**src/rtl/pll_reset_seq_pkg.sv**
```systemverilog
// Shared types and helpers for the PLL reset/bring-up sequencer.
// Latency: n/a (package only).
// Backpressure: n/a (package only).
//
// Contents: sequencer state enum, counter widths, bypass/fault reset pulse
// length, registered-output bundle type, and small combinational helpers.
// Optional feature macro used elsewhere in the slice: PLL_RESET_SEQ_STATUS_EN.
package pll_seq_pkg;

  localparam int CNT_W     = 16;
  localparam int RTRY_W    = 4;
  // Cycles rst_out_n is held low after entering BYPASS or FAULT.
  localparam int BYP_PULSE = 2;

  typedef enum logic [2:0] {
    RESET_HOLD = 3'd0,
    WAIT_LOCK  = 3'd1,
    STABLE     = 3'd2,
    RUN        = 3'd3,
    BYPASS     = 3'd4,
    FAULT      = 3'd5
  } state_e;

  // Every pin the sequencer drives, registered together as one bundle.
  typedef struct packed {
    logic resetb;
    logic bypass;
    logic rst_n;
    logic locked;
    logic fault;
  } seq_out_t;

  // Saturating increment: the counter keeps running in BYPASS/FAULT, and a
  // wrap back to zero would re-open the rst_out_n low window.
  function automatic logic [CNT_W-1:0] cnt_inc(input logic [CNT_W-1:0] c);
    return (c == '1) ? c : c + CNT_W'(1);
  endfunction

  // Output pins as a function of the state being entered/held and the
  // counter value that goes with it. Evaluated on next-state values so the
  // registered pins line up with the registered state.
  function automatic seq_out_t outs_for(input state_e st, input logic [CNT_W-1:0] cnt);
    seq_out_t o;
    o = '0;
    case (st)
      WAIT_LOCK, STABLE: begin
        o.resetb = 1'b1;
      end
      RUN: begin
        o.resetb = 1'b1;
        o.rst_n  = 1'b1;
        o.locked = 1'b1;
      end
      BYPASS: begin
        o.bypass = 1'b1;
        o.rst_n  = (cnt >= CNT_W'(BYP_PULSE));
      end
      FAULT: begin
        o.bypass = 1'b1;
        o.fault  = 1'b1;
        o.rst_n  = (cnt >= CNT_W'(BYP_PULSE));
      end
      default: begin
        o = '0;
      end
    endcase
    return o;
  endfunction

endpackage

```
**src/rtl/pll_reset_seq_if.sv**
```systemverilog
// Pin bundle between the PLL reset sequencer and the PLL / downstream logic.
// Latency: n/a (wiring only).
// Backpressure: none; level signals, no handshake.
//
// Members: lock_in (PLL LOCK, async), bypass_req (sync request), pll_resetb,
// pll_bypass, rst_out_n, locked, fault, and loss_cnt[7:0] only when
// PLL_RESET_SEQ_STATUS_EN is defined.
// slave modport = sequencer side, master modport = PLL/system side.
interface pll_reset_seq_if;

  logic       lock_in;
  logic       bypass_req;
  logic       pll_resetb;
  logic       pll_bypass;
  logic       rst_out_n;
  logic       locked;
  logic       fault;
`ifdef PLL_RESET_SEQ_STATUS_EN
  logic [7:0] loss_cnt;
`endif

`ifdef PLL_RESET_SEQ_STATUS_EN
  modport slave (
    input  lock_in, bypass_req,
    output pll_resetb, pll_bypass, rst_out_n, locked, fault, loss_cnt
  );
  modport master (
    output lock_in, bypass_req,
    input  pll_resetb, pll_bypass, rst_out_n, locked, fault, loss_cnt
  );
`else
  modport slave (
    input  lock_in, bypass_req,
    output pll_resetb, pll_bypass, rst_out_n, locked, fault
  );
  modport master (
    output lock_in, bypass_req,
    input  pll_resetb, pll_bypass, rst_out_n, locked, fault
  );
`endif

endinterface

```
**src/rtl/pll_reset_seq_sync2.sv**
```systemverilog
// Two-flop synchronizer for a single asynchronous level.
// Latency: q follows d after 2 clk edges.
// Backpressure: none.
//
// Ports: clk, reset (synchronous, active-low, clears both flops), d (async
// input), q (synchronized output).
module sync2 (
  input  logic clk,
  input  logic reset,
  input  logic d,
  output logic q
);

  logic s1_q, s1_d;
  logic s2_q, s2_d;

  always_comb begin
    s1_d = d;
    s2_d = s1_q;
  end

  always_ff @(posedge clk) begin
    if (!reset) begin
      s1_q <= 1'b0;
      s2_q <= 1'b0;
    end else begin
      s1_q <= s1_d;
      s2_q <= s2_d;
    end
  end

  assign q = s2_q;

endmodule

```
**src/rtl/pll_reset_seq.sv**
```systemverilog
// PLL bring-up sequencer: holds PLL in reset, waits for lock, qualifies it, releases rst_out_n.
// Latency: all pins registered; lock_in reaches the FSM 2 cycles late, state/pins change on the next edge.
// Backpressure: none; bypass_req is a level request and is ignored once in FAULT.
//
// Ports: clk (PLL reference clock), reset (synchronous, active-low),
// bus (pll_reset_seq_if.slave: lock_in, bypass_req in; pll_resetb,
// pll_bypass, rst_out_n, locked, fault out; loss_cnt out when
// PLL_RESET_SEQ_STATUS_EN is defined).
//
// Timing contract: cnt is 0 in the cycle a state is entered, so a state with
// a length parameter N is left on the edge where cnt reaches N-1 (N cycles
// spent). From reset release with lock already settled, pll_resetb rises on
// edge RESET_CYCLES and locked/rst_out_n rise on edge
// RESET_CYCLES + 1 + STABLE_CYCLES.
module pll_reset_seq
  import pll_seq_pkg::*;
#(
  parameter int RESET_CYCLES  = 16,
  parameter int LOCK_TIMEOUT  = 4096,
  parameter int STABLE_CYCLES = 256,
  parameter int MAX_RETRIES   = 3
) (
  input  logic            clk,
  input  logic            reset,
  pll_reset_seq_if.slave  bus
);

  // Last cnt value of each timed state (compare with >=, so 1 means 1 cycle).
  localparam logic [CNT_W-1:0]  RESET_LAST   = CNT_W'(RESET_CYCLES - 1);
  localparam logic [CNT_W-1:0]  TIMEOUT_LAST = CNT_W'(LOCK_TIMEOUT - 1);
  localparam logic [CNT_W-1:0]  STABLE_LAST  = CNT_W'(STABLE_CYCLES - 1);
  localparam logic [RTRY_W-1:0] RTRY_MAX     = RTRY_W'(MAX_RETRIES);

  logic              lock_s;

  state_e            state_q, state_d;
  logic [CNT_W-1:0]  cnt_q, cnt_d;
  logic [RTRY_W-1:0] rtry_q, rtry_d;
  seq_out_t          out_q, out_d;

  sync2 u_lock_sync (
    .clk   (clk),
    .reset (reset),
    .d     (bus.lock_in),
    .q     (lock_s)
  );

  // Next-state logic. Priority: bypass_req (outside FAULT) over lock
  // loss/timeout over count completion; reset is handled in the flops.
  always_comb begin
    state_d = state_q;
    rtry_d  = rtry_q;

    if (bus.bypass_req && (state_q != FAULT)) begin
      state_d = BYPASS;
    end else begin
      case (state_q)
        RESET_HOLD: begin
          if (cnt_q >= RESET_LAST) begin
            state_d = WAIT_LOCK;
          end
        end
        WAIT_LOCK: begin
          if (lock_s) begin
            state_d = STABLE;
          end else if (cnt_q >= TIMEOUT_LAST) begin
            if (rtry_q == RTRY_MAX) begin
              state_d = FAULT;
            end else begin
              rtry_d  = rtry_q + RTRY_W'(1);
              state_d = RESET_HOLD;
            end
          end
        end
        STABLE: begin
          // A dropout goes back to waiting with a fresh timeout window; the
          // attempt number is kept so glitches alone never reach FAULT faster.
          if (!lock_s) begin
            state_d = WAIT_LOCK;
          end else if (cnt_q >= STABLE_LAST) begin
            state_d = RUN;
            rtry_d  = '0;
          end
        end
        RUN: begin
          if (!lock_s) begin
            state_d = RESET_HOLD;
          end
        end
        BYPASS: begin
          // Only reached with bypass_req low: restart bring-up from scratch.
          state_d = RESET_HOLD;
          rtry_d  = '0;
        end
        FAULT: begin
          state_d = FAULT;
        end
        default: begin
          state_d = RESET_HOLD;
        end
      endcase
    end

    // One shared counter, reloaded on every state change.
    if (state_d != state_q) begin
      cnt_d = '0;
    end else begin
      cnt_d = cnt_inc(cnt_q);
    end

    out_d = outs_for(state_d, cnt_d);
  end

  always_ff @(posedge clk) begin
    if (!reset) begin
      state_q <= RESET_HOLD;
      cnt_q   <= '0;
      rtry_q  <= '0;
      out_q   <= '0;
    end else begin
      state_q <= state_d;
      cnt_q   <= cnt_d;
      rtry_q  <= rtry_d;
      out_q   <= out_d;
    end
  end

  assign bus.pll_resetb = out_q.resetb;
  assign bus.pll_bypass = out_q.bypass;
  assign bus.rst_out_n  = out_q.rst_n;
  assign bus.locked     = out_q.locked;
  assign bus.fault      = out_q.fault;

`ifdef PLL_RESET_SEQ_STATUS_EN
  // Count of lock losses while running; bypass does not clear it.
  logic [7:0] loss_cnt_q, loss_cnt_d;

  always_comb begin
    loss_cnt_d = loss_cnt_q;
    if ((state_q == RUN) && (state_d == RESET_HOLD) && (loss_cnt_q != 8'hFF)) begin
      loss_cnt_d = loss_cnt_q + 8'd1;
    end
  end

  always_ff @(posedge clk) begin
    if (!reset) begin
      loss_cnt_q <= '0;
    end else begin
      loss_cnt_q <= loss_cnt_d;
    end
  end

  assign bus.loss_cnt = loss_cnt_q;
`endif

endmodule

```
**src/flat_wrapper.sv**
```systemverilog
// flat-port wrapper written by rule: the top's interface ports become plain ports
module pll_reset_seq_flat import pll_seq_pkg::*;
#(
  parameter int RESET_CYCLES  = 16,
  parameter int LOCK_TIMEOUT  = 4096,
  parameter int STABLE_CYCLES = 256,
  parameter int MAX_RETRIES   = 3
)
  (clk, reset, bus_lock_in, bus_bypass_req, bus_pll_resetb, bus_pll_bypass, bus_rst_out_n, bus_locked, bus_fault);
  pll_reset_seq_if bus_i ();
  input  logic clk;
  input  logic reset;
  input wire logic [$bits(bus_i.lock_in)-1:0] bus_lock_in;
  input wire logic [$bits(bus_i.bypass_req)-1:0] bus_bypass_req;
  output wire logic [$bits(bus_i.pll_resetb)-1:0] bus_pll_resetb;
  output wire logic [$bits(bus_i.pll_bypass)-1:0] bus_pll_bypass;
  output wire logic [$bits(bus_i.rst_out_n)-1:0] bus_rst_out_n;
  output wire logic [$bits(bus_i.locked)-1:0] bus_locked;
  output wire logic [$bits(bus_i.fault)-1:0] bus_fault;
  assign bus_i.lock_in = bus_lock_in;
  assign bus_i.bypass_req = bus_bypass_req;
  assign bus_pll_resetb = bus_i.pll_resetb;
  assign bus_pll_bypass = bus_i.pll_bypass;
  assign bus_rst_out_n = bus_i.rst_out_n;
  assign bus_locked = bus_i.locked;
  assign bus_fault = bus_i.fault;
  pll_reset_seq #(.RESET_CYCLES(RESET_CYCLES), .LOCK_TIMEOUT(LOCK_TIMEOUT), .STABLE_CYCLES(STABLE_CYCLES), .MAX_RETRIES(MAX_RETRIES)) u_core (.clk(clk), .reset(reset), .bus(bus_i));
endmodule
```
**config.mk**
```make
export PLATFORM = sky130hd
export DESIGN_NAME = pll_reset_seq_flat
export DESIGN_NICKNAME = d
export VERILOG_FILES = /design/src/rtl/pll_reset_seq_pkg.sv /design/src/rtl/pll_reset_seq_if.sv /design/src/rtl/pll_reset_seq_sync2.sv /design/src/rtl/pll_reset_seq.sv /design/src/flat_wrapper.sv
export SDC_FILE = /design/constraint.sdc
export NUM_CORES = 1
export LEC_CHECK = 0
export ABC_CLOCK_PERIOD_IN_PS = 3850
export CORE_MARGIN = 2
export CORE_UTILIZATION = 40
export DETAILED_ROUTE_END_ITERATION = 10
export PLACE_DENSITY = 0.66
export SLEW_MARGIN = 0
export SYNTH_ARGS = -nofsm -noshare
export SYNTH_HDL_FRONTEND = slang
export SYNTH_SLANG_ARGS = --single-unit
```
**constraint.sdc**
```tcl
create_clock -name clk -period 3.85 [get_ports clk]
set_input_delay 0.5775 -clock clk [delete_from_list [all_inputs] [get_ports clk]]
set_output_delay 0.5775 -clock clk [all_outputs]
set_load 0.01 [all_outputs]
```
# After elaboration in Yosys (flattened, before gate mapping)
# Cells that the tools add are included.
dict set report op_classes {
  add_sub_neg 2
  order_cmp 4
  n_eq_ne 19
  muxes 22
  n_bitwise 1
  n_reduce_logical 6
}
# cell count
set ops {}
lappend ops {{16-bit two-way mux} 2}
lappend ops {{3-bit two-way mux} 8}
lappend ops {{4-bit two-way mux} 5}
lappend ops {{16-bit by 1-bit adder with 16-bit output, second input constant} 1}
lappend ops {{16-bit equality test, second input constant} 1}
lappend ops {{16-bit by 12-bit greater-or-equal comparator with 1-bit output, second input constant} 1}
lappend ops {{16-bit by 2-bit greater-or-equal comparator with 1-bit output, second input constant} 1}
lappend ops {{16-bit by 4-bit greater-or-equal comparator with 1-bit output, second input constant} 1}
lappend ops {{16-bit by 8-bit greater-or-equal comparator with 1-bit output, second input constant} 1}
lappend ops {{3-bit case mux with 5 select lines} 1}
lappend ops {{3-bit by 2-bit equality test with 1-bit output, second input constant} 4}
lappend ops {{3-bit equality test, second input constant} 4}
lappend ops {{4-bit case mux with 3 select lines} 1}
lappend ops {{7-bit AND reduction} 1}
lappend ops {{3-bit by 1-bit equality test with 1-bit output, second input constant} 2}
lappend ops {{2-bit inequality test, second input constant} 3}
lappend ops {{4-bit by 1-bit adder with 4-bit output, second input constant} 1}
lappend ops {{4-bit by 2-bit equality test with 1-bit output, second input constant} 1}
lappend ops {{1-bit two-way mux} 4}
lappend ops {{2-bit by 1-bit inequality test with 1-bit output, second input constant} 2}
lappend ops {{3-bit zero test} 1}
lappend ops {{3-bit inequality test} 1}
lappend ops {{3-bit inequality test, second input constant} 1}
lappend ops {{3-bit nonzero test} 1}
lappend ops {{5 further kinds} 5}
dict set report word_totals {
  reg_bits 30
  inputBits 4
  out_inout_bits 5
}

# Longest topological paths before layout
# Gate-level depths: netlist of run 1.
dict set report depth {
  ltp_word 10
  mapped_depth 9
  ltp_nobuf 7
}

# Hierarchy
# A second synthesis of run 1 with hierarchy kept.
dict set report unflattened {
  hier_cells 214
  area_unflattened_um2 1859.3
}
# module n_inst cells_per_inst area_each_um2 seq_area_each_um2
set modules_own_cells {}
lappend modules_own_cells {pll_reset_seq 1 210 1806.7 560.5}
lappend modules_own_cells {sync2 1 4 52.6 40.0}

# Worst setup path after synthesis of run 1
# No wires, ideal clock.
dict set report synth_path {
  kind {register -> register}
  start {register u_core.cnt_q[0]}
  end {register u_core.out_q (netlist bit u_core.bus.rst_out_n)}
  setup_ps 116
  arrival_ps 2201
  t_required_ps 3734
  setup_slack_ps 1534
  stages_incl_launch_ff 9
  n_path_buf 1
  path_cell_list {dfxtp_1 > ha_1 > nand3_2 > buf_4 > nor4_1 > mux2i_1 > nand4_1 > or4_1 > a31o_1}
}
dict set report synth_between {
  elab_chain_len 9
  word_cells_on_any_way 21
  cone_classes {add/sub (1); order compare (4); eq/ne (5); mux (10); reduce/logical (1)}
}
# element line
set synth_lines {}
lappend synth_lines {{from (decl)} pll_reset_seq.sv:37} ;# logic [CNT_W-1:0] cnt_q, cnt_d;
lappend synth_lines {{from (signal assigned)} pll_reset_seq.sv:122} ;# cnt_q <= cnt_d;
lappend synth_lines {{16-bit by 8-bit greater-or-equal comparator with 1-bit output or 16-bit by 12-bit greater-or-equal comparator with 1-bit output (tied branches)} {pll_reset_seq.sv:80, pll_reset_seq.sv:66}}
lappend synth_lines {{3-bit two-way mux (on tied branches)} {pll_reset_seq.sv:80, pll_reset_seq.sv:66}}
lappend synth_lines {{3-bit two-way mux (on tied branches)} {pll_reset_seq.sv:78, pll_reset_seq.sv:64}}
lappend synth_lines {{3-bit case mux with 5 select lines} pll_reset_seq.sv:57} ;# case (state_q)
lappend synth_lines {{3-bit two-way mux} pll_reset_seq.sv:54} ;# if (bus.bypass_req && (state_q != FAULT)) begin
lappend synth_lines {{3-bit inequality test} pll_reset_seq.sv:105} ;# if (state_d != state_q) begin
lappend synth_lines {{16-bit two-way mux} pll_reset_seq.sv:105}
lappend synth_lines {{16-bit by 2-bit greater-or-equal comparator with 1-bit output} {pll_reset_seq_pkg.sv:56, pll_reset_seq_pkg.sv:61}}
lappend synth_lines {{1-bit case mux with 2 select lines (*)} pll_reset_seq_pkg.sv:45} ;# case (st)
lappend synth_lines {{to (signal assigned)} pll_reset_seq.sv:124} ;# out_q <= out_d;
lappend synth_lines {{to (decl)} pll_reset_seq.sv:39} ;# seq_out_t out_q, out_d;
# Mark *: on every way between the ends. The rest lies on a longest branch, timed or not.
# A chain may end at the register's enable or synchronous reset.

# Worst setup path after layout of run 1
dict set report layout_path {
  start {register u_core.cnt_q[0]}
  end {register u_core.cnt_q[2]}
}
dict set report layout_between {
  elab_chain_len 7
  word_cells_on_any_way 15
  cone_classes {add/sub (1); order compare (3); eq/ne (2); mux (9)}
}
# element line
set layout_lines {}
lappend layout_lines {{16-bit by 8-bit greater-or-equal comparator with 1-bit output or 16-bit by 12-bit greater-or-equal comparator with 1-bit output (tied branches)} {pll_reset_seq.sv:80, pll_reset_seq.sv:66}}
lappend layout_lines {{3-bit two-way mux (on tied branches)} {pll_reset_seq.sv:80, pll_reset_seq.sv:66}}
lappend layout_lines {{3-bit two-way mux (on tied branches)} {pll_reset_seq.sv:78, pll_reset_seq.sv:64}}
lappend layout_lines {{3-bit case mux with 5 select lines} pll_reset_seq.sv:57}
lappend layout_lines {{3-bit two-way mux} pll_reset_seq.sv:54}
lappend layout_lines {{3-bit inequality test} pll_reset_seq.sv:105}
lappend layout_lines {{16-bit two-way mux (*)} pll_reset_seq.sv:105}
# Marks and branches as above.

==> impl_results.md, run 1 <==
* Top-area cell type share of the netlist area at 0.329
* Placed Instance Area at 1890 um^2
* Core box area at 4380 um^2
* Synth warn at 0
* Critical Path Source Type: register
* Final Hold Fails at 0
* Pre-CTS WS at 1.15 ns
* Largest net degree at the start of global routing at 17
* Filler Cells Inserted at 424
* Inserted Clock Buffers at 5
* CTS H-tree lvls at 2
* Number of enable flip-flop cells after synthesis at 0
* I/O Buffers at 8
* Register area share after synthesis at 0.329
* Final core utilization at 0.453
* CP max FO at 16
* Initial Util at 0.416
* Vias/cell at 5.70
* Top delay family on crit path: compound AO/OA/AOI/OAI gates
* Synthesized Nets at 218
* Routability cong. at 0.911
* Post-Syn Area at 1820 um^2
* Worst EP arrival at 2.84 ns
* 1st-pass router iterations at 4
* CTS clk-pin slew, worst paths at 0.06 ns
* Slew Limit Headroom at 0.369
* Max-Cap Viols at 0
* Run status: complete, no violations
* Setup violations, final at 0
* First-pass GRT wire length at 6400 um
* Xor and xnor fraction of the mapped netlist area at 0.0336
* Final period util at 0.702
* Nets at 222
* Post-synthesis simple-gate area fraction at 0.354
* Resized Gates After CTS at 0
* Area leader, netlist: dfxtp_1
* Setup TNS at 0 ns
* Clk_lat worst skew at 0.29 ns
* Seq cells post-synth at 30
* DR vias at 1534
* Syn Area/Cell at 8.60 um^2
* I/O pins at 9
* Row count at 24
* Synth area leaders: dfxtp_1 (33%), nor3_2 (4.9%), nor4_1 (3.8%), o21ai_0 (3.3%), nor3_1 (3.0%)
* Worst-Margin Slew at 0.946 ns
* Final Max Tran Viols at 0
* Share of post-route cells with drive strength above 1 at 0.124
* Cells along the critical path: ha_1 -> nand3_2 -> o31a_1 -> nor2_1 -> o311ai_2 -> a2bb2oi_2 -> nor4_1
* Hold crit path type: reg -> reg
* DRT Wirelength at 3700 um
* Initial antenna violation count at 0
* Total grt overflow at 0
* Final instance area at 1990 um^2
* Post-synth cell types at 53
* Area grow syn2layout at 8.92%
* DIE WIDTH at 71.5 um
* Post-DP HPWL at 2610 um
* Total GRT Usage at 0.158
* Main combinational cell family by area after synthesis: simple AND/OR/NAND/NOR gates
* Mapped Cells at 212
* Power Density at 310 nW/um^2
* Leak at 0.707 nW
* Ant diodes at 0
* CP max stage cell: a2bb2oi_2
* Number of global-route vias before repair at 1417
* CTS max path bufs at 2
* CP bufs+invs at 0
* Critical path type: reg -> reg
* Worst-case clock skew at 0.00622 ns
* Setup ws final at 1.15 ns
* Antenna viol nets, final at 0
* Die height at 71.5 um
* CP Capture Type: register
* Top FF cell, synth: dfxtp_1
* WL/cell at 13.8 um
* Die area at 5110 um^2
* Required time of the critical path at 3.99 ns
* Root buf cell: clkbuf_8
* CTS Sinks at 30
* Post-layout minimum cycle time at 2.70 ns
* Commonest cells in the netlist: dfxtp_1 (30), nand2_1 (14), o21ai_0 (12)
* Peak supply drop at 0.113 mV
* CTS tree: yes
* Setup Buffers After CTS at 0
* Adder-Cell Fraction of Synth Area at 0.0137
* Hold-fix buffers at CTS at 0
* Mux contribution to synthesized area at 0.0275
* Post-synthesis compound-gate area fraction at 0.176
* Fmax at 370 MHz
* Asr flop ratio synth at 0
* Slowest stage delay, CP at 0.76 ns
* Initial DRC Count at 86
* Residual DRC count at 0
* Unrepaired setup endpoints after global routing: no
* Most numerous cell in the Yosys netlist: dfxtp_1
==> metal layers <==
| metal | wire (um) | part of all wire | global-route usage | vias up |
|---|---|---|---|---|
| met3 | 134 | 0.036 | 0.0422 | 5 |
| met4 | 71 | 0.019 | 0.0860 | 0 |
| li1 | - | - | - | 797 |
| met5 | 0 | 0 | 0 | - |
| met2 | 1640 | 0.44 | 0.234 | 26 |
| met1 | 1860 | 0.50 | 0.210 | 706 |
==> stage by stage <==
stage	std cells	power [W]	hold slack [ns]
2_1_floorplan	212	0.000348	0.412
6_report	269	0.000615	0.433
3_5_place_dp	261	0.000359	0.419
3_3_place_gp	261	0.000359	0.413
5_1_grt	269	0.000643	0.454
4_1_cts	269	0.000625	0.436
==> logic make-up after synthesis <==
group           Yosys count
mux                       5
fa+ha+maj                 2
flops                    30
xor+xnor                  7
buf+inv                  22
simple gates             99
compound gates           47
==> worst paths after layout <==
path	to	cells past startpoint	from	slack, ns
hold reg to reg	u_core.u_lock_sync.q$_SDFF_PN0_	1	u_core.u_lock_sync.s1_q$_SDFF_PN0_	0.43
setup reg to reg	u_core.cnt_q[2]$_SDFF_PN0_	7	u_core.cnt_q[0]$_SDFF_PN0_	1.15
setup / recovery	u_core.cnt_q[2]$_SDFF_PN0_	7	u_core.cnt_q[0]$_SDFF_PN0_	1.15
hold / removal	u_core.u_lock_sync.q$_SDFF_PN0_	1	u_core.u_lock_sync.s1_q$_SDFF_PN0_	0.43
==> cell usage in the layout (no fill, tap or decap), types with 8 or more instances in the layout <==
cell and instances:
dfxtp_1 30, nand2_1 14, o21ai_0 12, nor3_1 11, nor4_1 11, inv_1 10, nor2_1 10, a21oi_1 9
nor3_2 9, clkdlybuf4s50_1 8
==> where the power goes <==
group | switching [W] | internal [W]
Clock | 0.000119 | 0.000144
Combinational | 0.0000182 | 0.0000140
Sequential | 0.00000531 | 0.000314
Total | 0.000143 | 0.000472
==> layout make-up <==
type                            count  area (um^2)  share of cell area
Tap cell                           52         65.1              0.0328
Inverter                           10         37.5              0.0189
Sequential cell                    30          601               0.302
Clock inverter                      1         5.00             0.00252
Multi-Input combinational cell    160         1100               0.556
Clock buffer                        7         86.3              0.0435
Timing Repair Buffer                9         87.6              0.0441
==> registers in the layout, summed over array words and instances, names as in the netlist <==
name / cells
u_core.state_q: 3
u_core.bus.rst_out_n: 1
u_core.cnt_q: 16
u_core.bus.fault: 1
u_core.bus.locked: 1
u_core.bus.pll_resetb: 1
u_core.bus.pll_bypass: 1
u_core.u_lock_sync.s1_q: 1
u_core.u_lock_sync.q: 1
u_core.rtry_q: 4
No activity file was read; power rests on OpenSTA's default activity.
==> inputs of run 2 (changes only) <==
--- a/config.mk
+++ b/config.mk
@@ -5,11 +5,11 @@
 export SDC_FILE = /design/constraint.sdc
 export NUM_CORES = 1
 export LEC_CHECK = 0
-export ABC_CLOCK_PERIOD_IN_PS = 3850
+export ABC_CLOCK_PERIOD_IN_PS = 2400
 export CORE_MARGIN = 2
 export CORE_UTILIZATION = 40
 export DETAILED_ROUTE_END_ITERATION = 10
-export PLACE_DENSITY = 0.66
+export PLACE_DENSITY = 0.68
 export SLEW_MARGIN = 0
 export SYNTH_ARGS = -nofsm -noshare
 export SYNTH_HDL_FRONTEND = slang
==> constraint.sdc (replaced) <==
create_clock -name clk -period 2.4 [get_ports clk]
set_input_delay 0.36 -clock clk [delete_from_list [all_inputs] [get_ports clk]]
set_output_delay 0.36 -clock clk [all_outputs]
set_load 0.01 [all_outputs]
==> run 2 against run 1 <==
Effect of this change:
- flip-flop and latch count stayed put
- first-iteration DRC count is 15% higher
- hold slack better by 0.0015 ns
- clock-buffer cell count is 2 lower
- critical path depth stayed put
- critical path type unchanged
- clock skew is 0.0029 ns higher
- cell area is 7.6% higher
- total power is 75% higher
- highest routed layer unchanged
- via count is 3.9% higher
- clock power is 89% higher
==> impl_results.md, run 2 (same netlist as run 1, synthesis figures left out) <==
* Run status: complete, no violations
* Fmax at 444 MHz
* Number of global-route vias before repair at 1528
* Setup TNS at 0 ns
* Final Max Tran Viols at 0
* I/O pins at 9
* DR vias at 1594
* Unrepaired setup endpoints after global routing: no
* CTS tree: yes
* Die height at 71.5 um
* First-pass GRT wire length at 7120 um
* Leak at 0.783 nW
* Internal power at 0.000840 W
* Post-DP HPWL at 2910 um
* CP max stage cell: or4_1
* Ant diodes at 0
* CP bufs+invs at 0
* 1st-pass router iterations at 4
* Max-Cap Viols at 0
* Critical path type: reg -> reg
* Critical Path Source Type: register
* Nets at 234
* Core box area at 4380 um^2
* CTS Sinks at 30
* Pre-CTS WS at 0.0989 ns
* Area grow syn2layout at 17.2%
* Required time of the critical path at 2.58 ns
* Clk_lat worst skew at 0.28 ns
* Post-layout minimum cycle time at 2.25 ns
* Largest register FFs at 16
* CP max FO at 8
* I/O Buffers at 8
* CTS clk-pin slew, worst paths at 0.07 ns
* Setup violations, final at 0
* Total grt overflow at 0
* CTS max path bufs at 2
* Resized Gates After CTS at 0
* Final period util at 0.939
* Slowest stage delay, CP at 0.42 ns
* Final Hold Fails at 0
* CTS H-tree lvls at 2
* Clock share of power at 0.464
* Routability cong. at 0.806
* Vias/cell at 5.67
* Antenna viol nets, final at 0
* Sequential power share at 0.475
* Row count at 24
* Hold-fix buffers at CTS at 0
* DRT Wirelength at 4000 um
* Largest net degree at the start of global routing at 17
* Most common cell after layout, fill and taps aside: dfxtp_1
* Inserted Clock Buffers at 5
* Cells along the critical path: ha_1 -> nand3_4 -> nor4_1 -> mux2i_1 -> nand4_1 -> or4_1 -> a31o_1
* Worst EP arrival at 2.43 ns
* NetSw at 0.000235 W
* Comb power frac at 0.061
* Switching Share at 0.218
* Root buf cell: clkbuf_8
* Top reg by flops: u_core.cnt_q
* DIE WIDTH at 71.5 um
* Total GRT Usage at 0.176
* Initial Util at 0.416
* WL/cell at 14.2 um
* Power Density at 503 nW/um^2
* Worst-Margin Slew at 0.471 ns
* Filler Cells Inserted at 428
* Setup ws final at 0.147 ns
* Share of post-route cells with drive strength above 1 at 0.197
* CP Capture Type: register
* Most frequent cells in the layout: dfxtp_1 (26), nand2_1 (14), nor3_1 (11), o21ai_0 (11), buf_4 (11)
* Peak supply drop at 0.306 mV
* Biggest regs: u_core.cnt_q: 16 flops, u_core.rtry_q: 4 flops, u_core.state_q: 3 flops
* Worst-case clock skew at 0.00912 ns
* Initial antenna violation count at 0
* Residual DRC count at 0
* Setup Buffers After CTS at 0
* Hold crit path type: reg -> reg
* Die area at 5110 um^2
* Slew Limit Headroom at 0.683
* Top delay family on crit path: simple AND/OR/NAND/NOR gates
* Initial DRC Count at 99
## run 2: power groups by stage
| stage | Sequential [W] | Combinational, W | Clock [W] |
|---|---|---|---|
| 6_report | 0.000511 | 0.0000657 | 0.000498 |
| 4_1_cts | 0.000510 | 0.0000659 | 0.000509 |
| 2_1_floorplan | 0.000521 | 0.0000372 | 0 |
| 3_3_place_gp | 0.000521 | 0.0000646 | 0 |
| 3_5_place_dp | 0.000522 | 0.0000655 | 0 |
| 5_1_grt | 0.000511 | 0.0000727 | 0.000537 |
## run 2: layout make-up
class                           instances  area (um^2)  area share
Timing Repair Buffer                   21          203      0.0948
Tap cell                               52         65.1      0.0304
Sequential cell                        30          606       0.283
Inverter                               10         37.5      0.0176
Multi-Input combinational cell        160         1120       0.523
Clock inverter                          3         40.0      0.0187
Clock buffer                            5         68.8      0.0322
## run 2: worst paths after layout
kind                                      to  cells past startpoint  slack, ns                               start
max          u_core.bus.rst_out_n$_SDFF_PN0_                      7       0.15          u_core.cnt_q[0]$_SDFF_PN0_
min          u_core.u_lock_sync.q$_SDFF_PN0_                      1       0.43  u_core.u_lock_sync.s1_q$_SDFF_PN0_
max reg2reg  u_core.bus.rst_out_n$_SDFF_PN0_                      7       0.15          u_core.cnt_q[0]$_SDFF_PN0_
min reg2reg  u_core.u_lock_sync.q$_SDFF_PN0_                      1       0.43  u_core.u_lock_sync.s1_q$_SDFF_PN0_
## run 2: layer usage
metal	track usage	share of wire	vias to the layer above
met5	0	0	-
met4	0.0818	0.015	0
met3	0.0450	0.044	5
met2	0.264	0.44	39
met1	0.235	0.50	734
li1	-	-	816
## run 2: metrics by stage
step | hold slack, ns | instance area (um^2) | total power, W | std cells | util
after detailed placement | 0.421 | 2010 | 0.000587 | 273 | 0.458
after global placement | 0.414 | 2010 | 0.000586 | 273 | 0.458
after global routing | 0.456 | 2140 | 0.00112 | 281 | 0.487
after CTS | 0.436 | 2120 | 0.00108 | 281 | 0.483
final | 0.435 | 2140 | 0.00107 | 281 | 0.487
after floorplan | 0.412 | 1820 | 0.000558 | 212 | -
==> inputs of run 3 (changes only) <==
--- a/config.mk
+++ b/config.mk
@@ -9,6 +9,7 @@
 export CORE_MARGIN = 2
 export CORE_UTILIZATION = 40
 export DETAILED_ROUTE_END_ITERATION = 10
+export GPL_ROUTABILITY_DRIVEN = 1
 export PLACE_DENSITY = 0.68
 export SLEW_MARGIN = 0
 export SYNTH_ARGS = -nofsm -noshare
==> results of run 3 <==
The final DEF is identical to that of run 2; final timing and power are the same.
